--- src/rtl/mips_fetch_defs.sv ---
// Shared encodings for the fetch stage: control types as emitted by mips_decode,
// fetch FSM state codes and default address constants.
package mips_fetch_defs;

  typedef enum logic [1:0] {
    CT_SEQ = 2'b00,
    CT_BR  = 2'b01,
    CT_J   = 2'b10,
    CT_JR  = 2'b11
  } ctrl_type_e;

  typedef enum logic [1:0] {
    S_REQ  = 2'b00,
    S_WAIT = 2'b01,
    S_HOLD = 2'b10
  } fetch_state_e;

  localparam logic [31:0] DEF_RESET_PC   = 32'h0040_0000;
  localparam logic [31:0] DEF_EXC_VECTOR = 32'h8000_0180;

endpackage

--- src/rtl/mips_next_pc.sv ---
// Combinational next-PC selection for a retiring instruction: sequential, branch,
// jump, jump-register, with exceptions and misaligned jr targets vectored away.
module mips_next_pc
  import mips_fetch_defs::*;
#(
  parameter logic [31:0] EXC_VECTOR = DEF_EXC_VECTOR
) (
  input  logic [31:0] pc_plus4,
  input  logic [1:0]  control_type,
  input  logic        except,
  input  logic [15:0] imm16,
  input  logic [25:0] jump_index,
  input  logic [31:0] jr_target,
  output logic [31:0] next_pc,
  output logic        misaligned
);

  logic [31:0] br_offset;
  assign br_offset = {{14{imm16[15]}}, imm16, 2'b00};

  always_comb begin
    next_pc    = pc_plus4;
    misaligned = 1'b0;
    if (except) begin
      next_pc = EXC_VECTOR;
    end else begin
      unique case (control_type)
        CT_SEQ: next_pc = pc_plus4;
        CT_BR:  next_pc = pc_plus4 + br_offset;
        CT_J:   next_pc = {pc_plus4[31:28], jump_index, 2'b00};
        CT_JR: begin
          if (jr_target[1:0] != 2'b00) begin
            next_pc    = EXC_VECTOR;
            misaligned = 1'b1;
          end else begin
            next_pc = jr_target;
          end
        end
        default: next_pc = pc_plus4;
      endcase
    end
  end

endmodule

--- src/rtl/mips_fetch.sv ---
// Instruction-fetch stage: owns PC and instruction register, fetches over a
// variable-latency req/ack memory port and advances PC when execute retires.
module mips_fetch
  import mips_fetch_defs::*;
#(
  parameter logic [31:0] RESET_PC   = DEF_RESET_PC,
  parameter logic [31:0] EXC_VECTOR = DEF_EXC_VECTOR
) (
  input  logic        clock,
  input  logic        reset,
  input  logic [1:0]  control_type,
  input  logic        except,
  input  logic        retire,
  input  logic [15:0] imm16,
  input  logic [25:0] jump_index,
  input  logic [31:0] jr_target,
  output logic        imem_req,
  output logic [31:0] imem_addr,
  input  logic        imem_ack,
  input  logic [31:0] imem_rdata,
  output logic [31:0] inst,
  output logic        inst_valid,
  output logic [31:0] pc,
  output logic [31:0] pc_plus4,
  output logic        fetch_fault,
  output logic [31:0] retired_count
);

  fetch_state_e state_q;
  logic [31:0]  next_pc;
  logic         misaligned;

  assign pc_plus4  = pc + 32'd4;
  assign imem_addr = {pc[31:2], 2'b00};

  mips_next_pc #(
    .EXC_VECTOR(EXC_VECTOR)
  ) u_next_pc (
    .pc_plus4    (pc_plus4),
    .control_type(control_type),
    .except      (except),
    .imm16       (imm16),
    .jump_index  (jump_index),
    .jr_target   (jr_target),
    .next_pc     (next_pc),
    .misaligned  (misaligned)
  );

  always_ff @(posedge clock) begin
    if (reset) begin
      state_q       <= S_REQ;
      pc            <= RESET_PC;
      inst          <= '0;
      inst_valid    <= 1'b0;
      imem_req      <= 1'b0;
      fetch_fault   <= 1'b0;
      retired_count <= '0;
    end else begin
      fetch_fault <= 1'b0;
      unique case (state_q)
        S_REQ: begin
          // Right after reset the request is still low; raise it before acks count.
          if (!imem_req) begin
            imem_req <= 1'b1;
          end else if (imem_ack) begin
            inst       <= imem_rdata;
            inst_valid <= 1'b1;
            imem_req   <= 1'b0;
            state_q    <= S_HOLD;
          end else begin
            state_q <= S_WAIT;
          end
        end
        S_WAIT: begin
          if (imem_ack) begin
            inst       <= imem_rdata;
            inst_valid <= 1'b1;
            imem_req   <= 1'b0;
            state_q    <= S_HOLD;
          end
        end
        S_HOLD: begin
          if (retire) begin
            pc            <= next_pc;
            fetch_fault   <= misaligned;
            retired_count <= retired_count + 32'd1;
            inst_valid    <= 1'b0;
            imem_req      <= 1'b1;
            state_q       <= S_REQ;
          end
        end
        default: state_q <= S_REQ;
      endcase
    end
  end

endmodule

--- config.mk ---
export PLATFORM = sky130hd
export DESIGN_NAME = mips_fetch
export DESIGN_NICKNAME = d
export VERILOG_FILES = /design/src/rtl/mips_fetch_defs.sv /design/src/rtl/mips_next_pc.sv /design/src/rtl/mips_fetch.sv
export SDC_FILE = /design/constraint.sdc
export NUM_CORES = 1
export LEC_CHECK = 0
export CAP_MARGIN = 20
export CORE_ASPECT_RATIO = 0.9
export CORE_UTILIZATION = 45
export DETAILED_ROUTE_END_ITERATION = 7
export PLACE_DENSITY_LB_ADDON = 0.2
export SYNTH_ARGS = -nofsm -noshare
export SYNTH_HDL_FRONTEND = slang
export SYNTH_SLANG_ARGS = --single-unit
--- constraint.sdc ---
create_clock -name clock -period 4.8 [get_ports clock]
set_input_delay 0.96 -clock clock [delete_from_list [all_inputs] [get_ports clock]]
set_output_delay 0.96 -clock clock [all_outputs]
set_load 0.01 [all_outputs]
### Yosys cells after proc, flatten, opt, wreduce, memory -nomap -nowiden

Index checks and enable logic that the tools add are counted.

* flip-flop bits (word level): 101
* input port bits: 113
* logic and storage cells: 53

* $add $sub $neg: 3
* eq/ne operators: 8
* mux-type cells: 21
* bitwise gates (word level): 3
* reductions and logical operators: 11

Operators with widths (count)
* 32-bit 2-to-1 mux: 4
* 32-bit one-hot mux with 4 select lines: 1
* 32-bit one-hot mux with 2 select lines: 1
* 32-bit by 1-bit adder with 32-bit output (second input constant): 1
* 32-bit by 3-bit adder with 32-bit output (second input constant): 1
* 32-bit adder: 1
* 3-bit AND reduction: 3
* 1-bit 2-to-1 mux: 8
* 2-bit 2-to-1 mux: 4
* 2-bit == test (second input constant): 3
* 2-bit inequality test (second input constant): 3
* 1-bit one-hot mux with 3 select lines: 2
* 2-bit one-hot mux with 3 select lines: 1
* 5-bit OR reduction: 1
* 2-bit by 1-bit == test with 1-bit output (second input constant): 2
* 2-bit logical NOT: 2
* 2-bit AND reduction: 2
* 2-bit nonzero test: 2
* 1-bit inverter: 3
* 3-bit nonzero test: 1

### Depth between registers and ports, before layout

* word-level depth: 4
* mapped depth: 17
* gate-level depth less buffers: 15

### Hierarchy

From an unflattened synthesis, not the netlist that was laid out.

* cell total of the unflattened synthesis: 1027
* area, all modules: 7482.2 µm²

Modules (own cells, without submodules)
* mips_fetch: times used 1, cells an instance 612, area each 4862.2 µm², sequential area each 2021.9 µm²
* mips_next_pc: times used 1, cells an instance 415, area each 2620.0 µm², sequential area each 0.0 µm²

### Worst setup path after synthesis

No wires, ideal clock.

* path kind: register to register
* from: reg pc[2]
* to: reg pc[31]
* library setup time: 120 ps
* arrival: 3752 ps
* data required time: 4680 ps
* slack: 929 ps
* stages on the path, launching flop included: 17
* path buffers: 1
* period minus slack after synthesis: 3871 ps
* cells stage by stage: dfxtp_1 ha_1 nand4_2 or3_1 buf_6 nor2_1 nand2_1 xnor2_1 ha_1 and2_1 and3_1 a221o_1 a22o_1 a211o_1 a21oi_1 nor4_1 a211o_1

* cells in the longest elaborated chain, start to end: 4

RTL lines
* start: declaration: RTL line mips_fetch.sv:23 `output logic [31:0] pc,`
* start signal: assignment: RTL line mips_fetch.sv:84 `pc <= next_pc;`
* 32-bit by 3-bit adder with 32-bit output: RTL line mips_fetch.sv:33 `assign pc_plus4 = pc + 32'd4;`
* net pc_plus4[18]: RTL line mips_fetch.sv:24 `output logic [31:0] pc_plus4,`
* 32-bit adder: RTL line mips_next_pc.sv:29 `CT_BR: next_pc = pc_plus4 + br_offset;`
* 32-bit one-hot mux with 4 select lines: RTL line mips_next_pc.sv:27 `unique case (control_type)`
* 32-bit 2-to-1 mux: RTL line mips_next_pc.sv:24 `if (except) begin`

The timed path passes the listed nets, and every way through them passes these cells.
A chain may end at the register's enable or synchronous reset.

### Final worst setup path

* from: reg pc[3]
* to: out pc_plus4[30]

* cells in the longest elaborated chain, start to end: 1

RTL lines (RTL line)
* 32-bit by 3-bit adder with 32-bit output: mips_fetch.sv:33
* end: declaration: mips_fetch.sv:24

Every way passes these cells.

==> flow_summary.json <==
{
  "status": "completed",
  "num_io_pins": 276,
  "drive_above_1_share": 0.0438,
  "rows": 43,
  "nets": 1335,
  "synth_flop_cell": "dfxtp_1",
  "syn_avg_cell_area_sq_um": 7.48,
  "rsz0062_at_grt": "no",
  "die-area_sq_um": 16300,
  "holdWs_ps": 453,
  "clock_path_buffers": 2,
  "setup_viol": 0,
  "syn_area_sq_um": 7110,
  "first_iter_violations": 517,
  "vias": 7894,
  "p_total_mw": 2.65,
  "wirelength_microns": 25700,
  "crit_slowest_cell": "clkdlybuf4s50_1",
  "pwr-share-clk": 0.275,
  "core_sq_um": 15400,
  "vias_per_cell": 5.69,
  "cts_tree": "done",
  "track_usage": 0.311,
  "intPower_mw": 1.75,
  "diodes": 0,
  "layout.cells.non_filler": 1388,
  "synthCells": 951,
  "start_util": 0.461,
  "finish.utilization": 0.658,
  "die_w_microns": 135,
  "irDropWorstVdd_mv": 0.187,
  "gp_congestion": 0.936,
  "slew_violations": 0,
  "path_clk_slew_ps": 70,
  "cts_num_sinks": 101,
  "htree_levels": 3,
  "power_switching_uw": 896,
  "cts_buffers": 9,
  "worstPathCellList": "ha_1 > nand4_2 > or3_1 > nor3_1 > nand2_1 > xnor2_1 > clkdlybuf4s50_1",
  "dp.cells": 1371,
  "min_period_ps": 4330,
  "antenna_found_initial": 0,
  "power_density_nw_per_um2": 261,
  "yosys_register_bits": 101,
  "pwr-share-comb": 0.355,
  "async_flop_share": 0,
  "critPathLaunchType": "flip-flop",
  "sw_frac_of_total": 0.338,
  "yosysUniqueCellTypes": 70,
  "cts_setup_buffers": 0,
  "max_freq_mhz": 231,
  "dpl.hpwl_microns": 19100,
  "grt_pass1_vias": 7240,
  "cp_slowest_stage_delay_ps": 610,
  "clock_latency_ps": 350,
  "wire_per_inst_microns": 18.5,
  "arrival_ps": 3370,
  "worstMarginPinSlew_ps": 979,
  "synth-seq-area-share": 0.284,
  "grt_max_degree": 54,
  "synth-edff-count": 0,
  "holdPathStages": 2,
  "route.antenna.remaining_nets": 0,
  "maxSlewHeadroom": 0.345,
  "grt_pass1_wl_microns": 39200,
  "drv_cap": 0,
  "dieHeight_microns": 121,
  "drt_first_pass_iters": 5,
  "skew_ps": 14.5,
  "leakage_nw": 3.95,
  "seq_power_share": 0.370,
  "ys_warn_count": 0,
  "ff2ff_path_depth": 15,
  "fin_crit_sh": 0.903,
  "areaGrowthSynthToFinish_pct": 42.9,
  "final_hold_viol_count": 0,
  "cp-end-kind": "output port",
  "portBuffers": 273,
  "drc": 0,
  "path_class": "flip-flop to output port",
  "cts-root-buf": "clkbuf_16",
  "setup_tns_ps": 0,
  "grt_overflow": 0,
  "path_max_fanout": 8,
  "cts.repair.resized": 0,
  "hp-class": "flip-flop to flip-flop",
  "cts_hold_buffers": 0,
  "required_ps": 3840
}
-- layout by cell type (no fill, tap or decap), types with 4 or more instances in the layout --
| master | n |
|---|---|
| o22ai_1 | 7 |
| nand3_1 | 33 |
| and2_1 | 10 |
| a21oi_1 | 88 |
| a22o_1 | 4 |
| o21a_1 | 4 |
| a22oi_1 | 7 |
| dfxtp_1 | 101 |
| inv_1 | 22 |
| a211oi_1 | 10 |
| a31oi_1 | 10 |
| or3_1 | 8 |
| xor2_1 | 40 |
| buf_4 | 21 |
| nand2b_1 | 9 |
| a21o_1 | 20 |
| and3_1 | 15 |
| xnor2_1 | 33 |
| o21ai_0 | 44 |
| a221oi_1 | 6 |
| clkdlybuf4s50_1 | 272 |
| nand2_1 | 149 |
| nor3_1 | 11 |
| and4_1 | 7 |
| clkbuf_16 | 9 |
| nand4_1 | 15 |
| a211o_1 | 4 |
| ha_1 | 40 |
| a21boi_0 | 5 |
| nor2_1 | 100 |
| o211ai_1 | 7 |
| a311oi_1 | 5 |
-- power by group through the flow --
| stage | Sequential (mW) | Clock (mW) | Combinational (mW) |
|---|---|---|---|
| finish | 0.979 | 0.728 | 0.941 |
| CTS | 0.979 | 0.738 | 0.921 |
| detailed placement | 0.999 | 0 | 0.917 |
| floorplan | 1.02 | 0 | 0.464 |
| global route | 0.990 | 0.776 | 1.02 |
| global placement | 0.994 | 0 | 0.894 |
-- path summary, 6_finish.rpt --
check | start | end | slack, ps
hold reg to reg | inst[21] | inst[21] | 450
setup / recovery | pc[3] | pc_plus4[30] | 470
setup reg to reg | pc[3] | pc[31] | 520
hold / removal | inst[21] | inst[21] | 450
-- layer usage --
metal | global-route usage | wire length, microns | up-vias
li1 | - | - | 3795
met1 | 0.413 | 11200 | 3706
met2 | 0.516 | 11900 | 352
met3 | 0.0539 | 1990 | 41
met4 | 0.0857 | 569 | 0
met5 | 0 | 0 | -
-- layout make-up --
type	count	area, sq um
clock buffers	10	239
clock inverters	6	43.8
fillers	1378	5280
inverters	24	90.1
multi-input cells	749	4580
flip-flops and latches	101	2020
well taps	202	253
repair buffers	296	2940
-- through the flow --
step | cell area (sq um) | setup slack [ps]
finish | 10200 | 466
global route | 10200 | 330
CTS | 10100 | 515
detailed placement | 9850 | 655
global placement | 9830 | 718
floorplan | 7120 | 929
-- kinds of logic after synthesis --
kind of cell	Yosys count	synth area share
xor+xnor	74	0.0932
fa+ha+maj	41	0.0732
buf+inv	102	0.0734
simple gates	373	0.240
compound gates	255	0.229
flops	101	0.284
other cells	1	0.000527
mux	4	0.00581
-- critical path: cells and delay by family (launching register included) --
kind	cells	cell delay, ps
flops	1	440
simple gates	4	1320
fa+ha+maj	1	280
buf+inv	1	610
xor+xnor	1	370
-- flip-flops by register name (all words and copies together) (netlist names) --
name	flops
state_q	2
retired_count	32
fetch_fault	1
inst_valid	1
pc	32
imem_req	1
inst	32
-- cell usage after synthesis, types with 4 or more instances --
library cell | number | area share
nand2_1 | 149 | 0.079
dfxtp_1 | 101 | 0.28
nor2_1 | 100 | 0.053
a21oi_1 | 88 | 0.062
o21ai_0 | 44 | 0.031
ha_1 | 40 | 0.070
xor2_1 | 40 | 0.049
clkbuf_1 | 35 | 0.018
buf_4 | 34 | 0.036
nand3_1 | 33 | 0.023
xnor2_1 | 33 | 0.041
inv_1 | 22 | 0.012
a21o_1 | 20 | 0.021
and3_1 | 15 | 0.013
nand4_1 | 15 | 0.013
nor3_1 | 11 | 0.0077
a211oi_1 | 10 | 0.011
a31oi_1 | 10 | 0.0088
and2_1 | 10 | 0.0088
nand2b_1 | 9 | 0.0079
or3_1 | 8 | 0.0070
a22oi_1 | 7 | 0.0074
and4_1 | 7 | 0.0086
o211ai_1 | 7 | 0.0074
o22ai_1 | 7 | 0.0062
a221oi_1 | 6 | 0.0074
a21boi_0 | 5 | 0.0053
a311oi_1 | 5 | 0.0062
buf_1 | 5 | 0.0026
a211o_1 | 4 | 0.0049
a22o_1 | 4 | 0.0049
o21a_1 | 4 | 0.0042
Power figures use the tool's default switching activity.
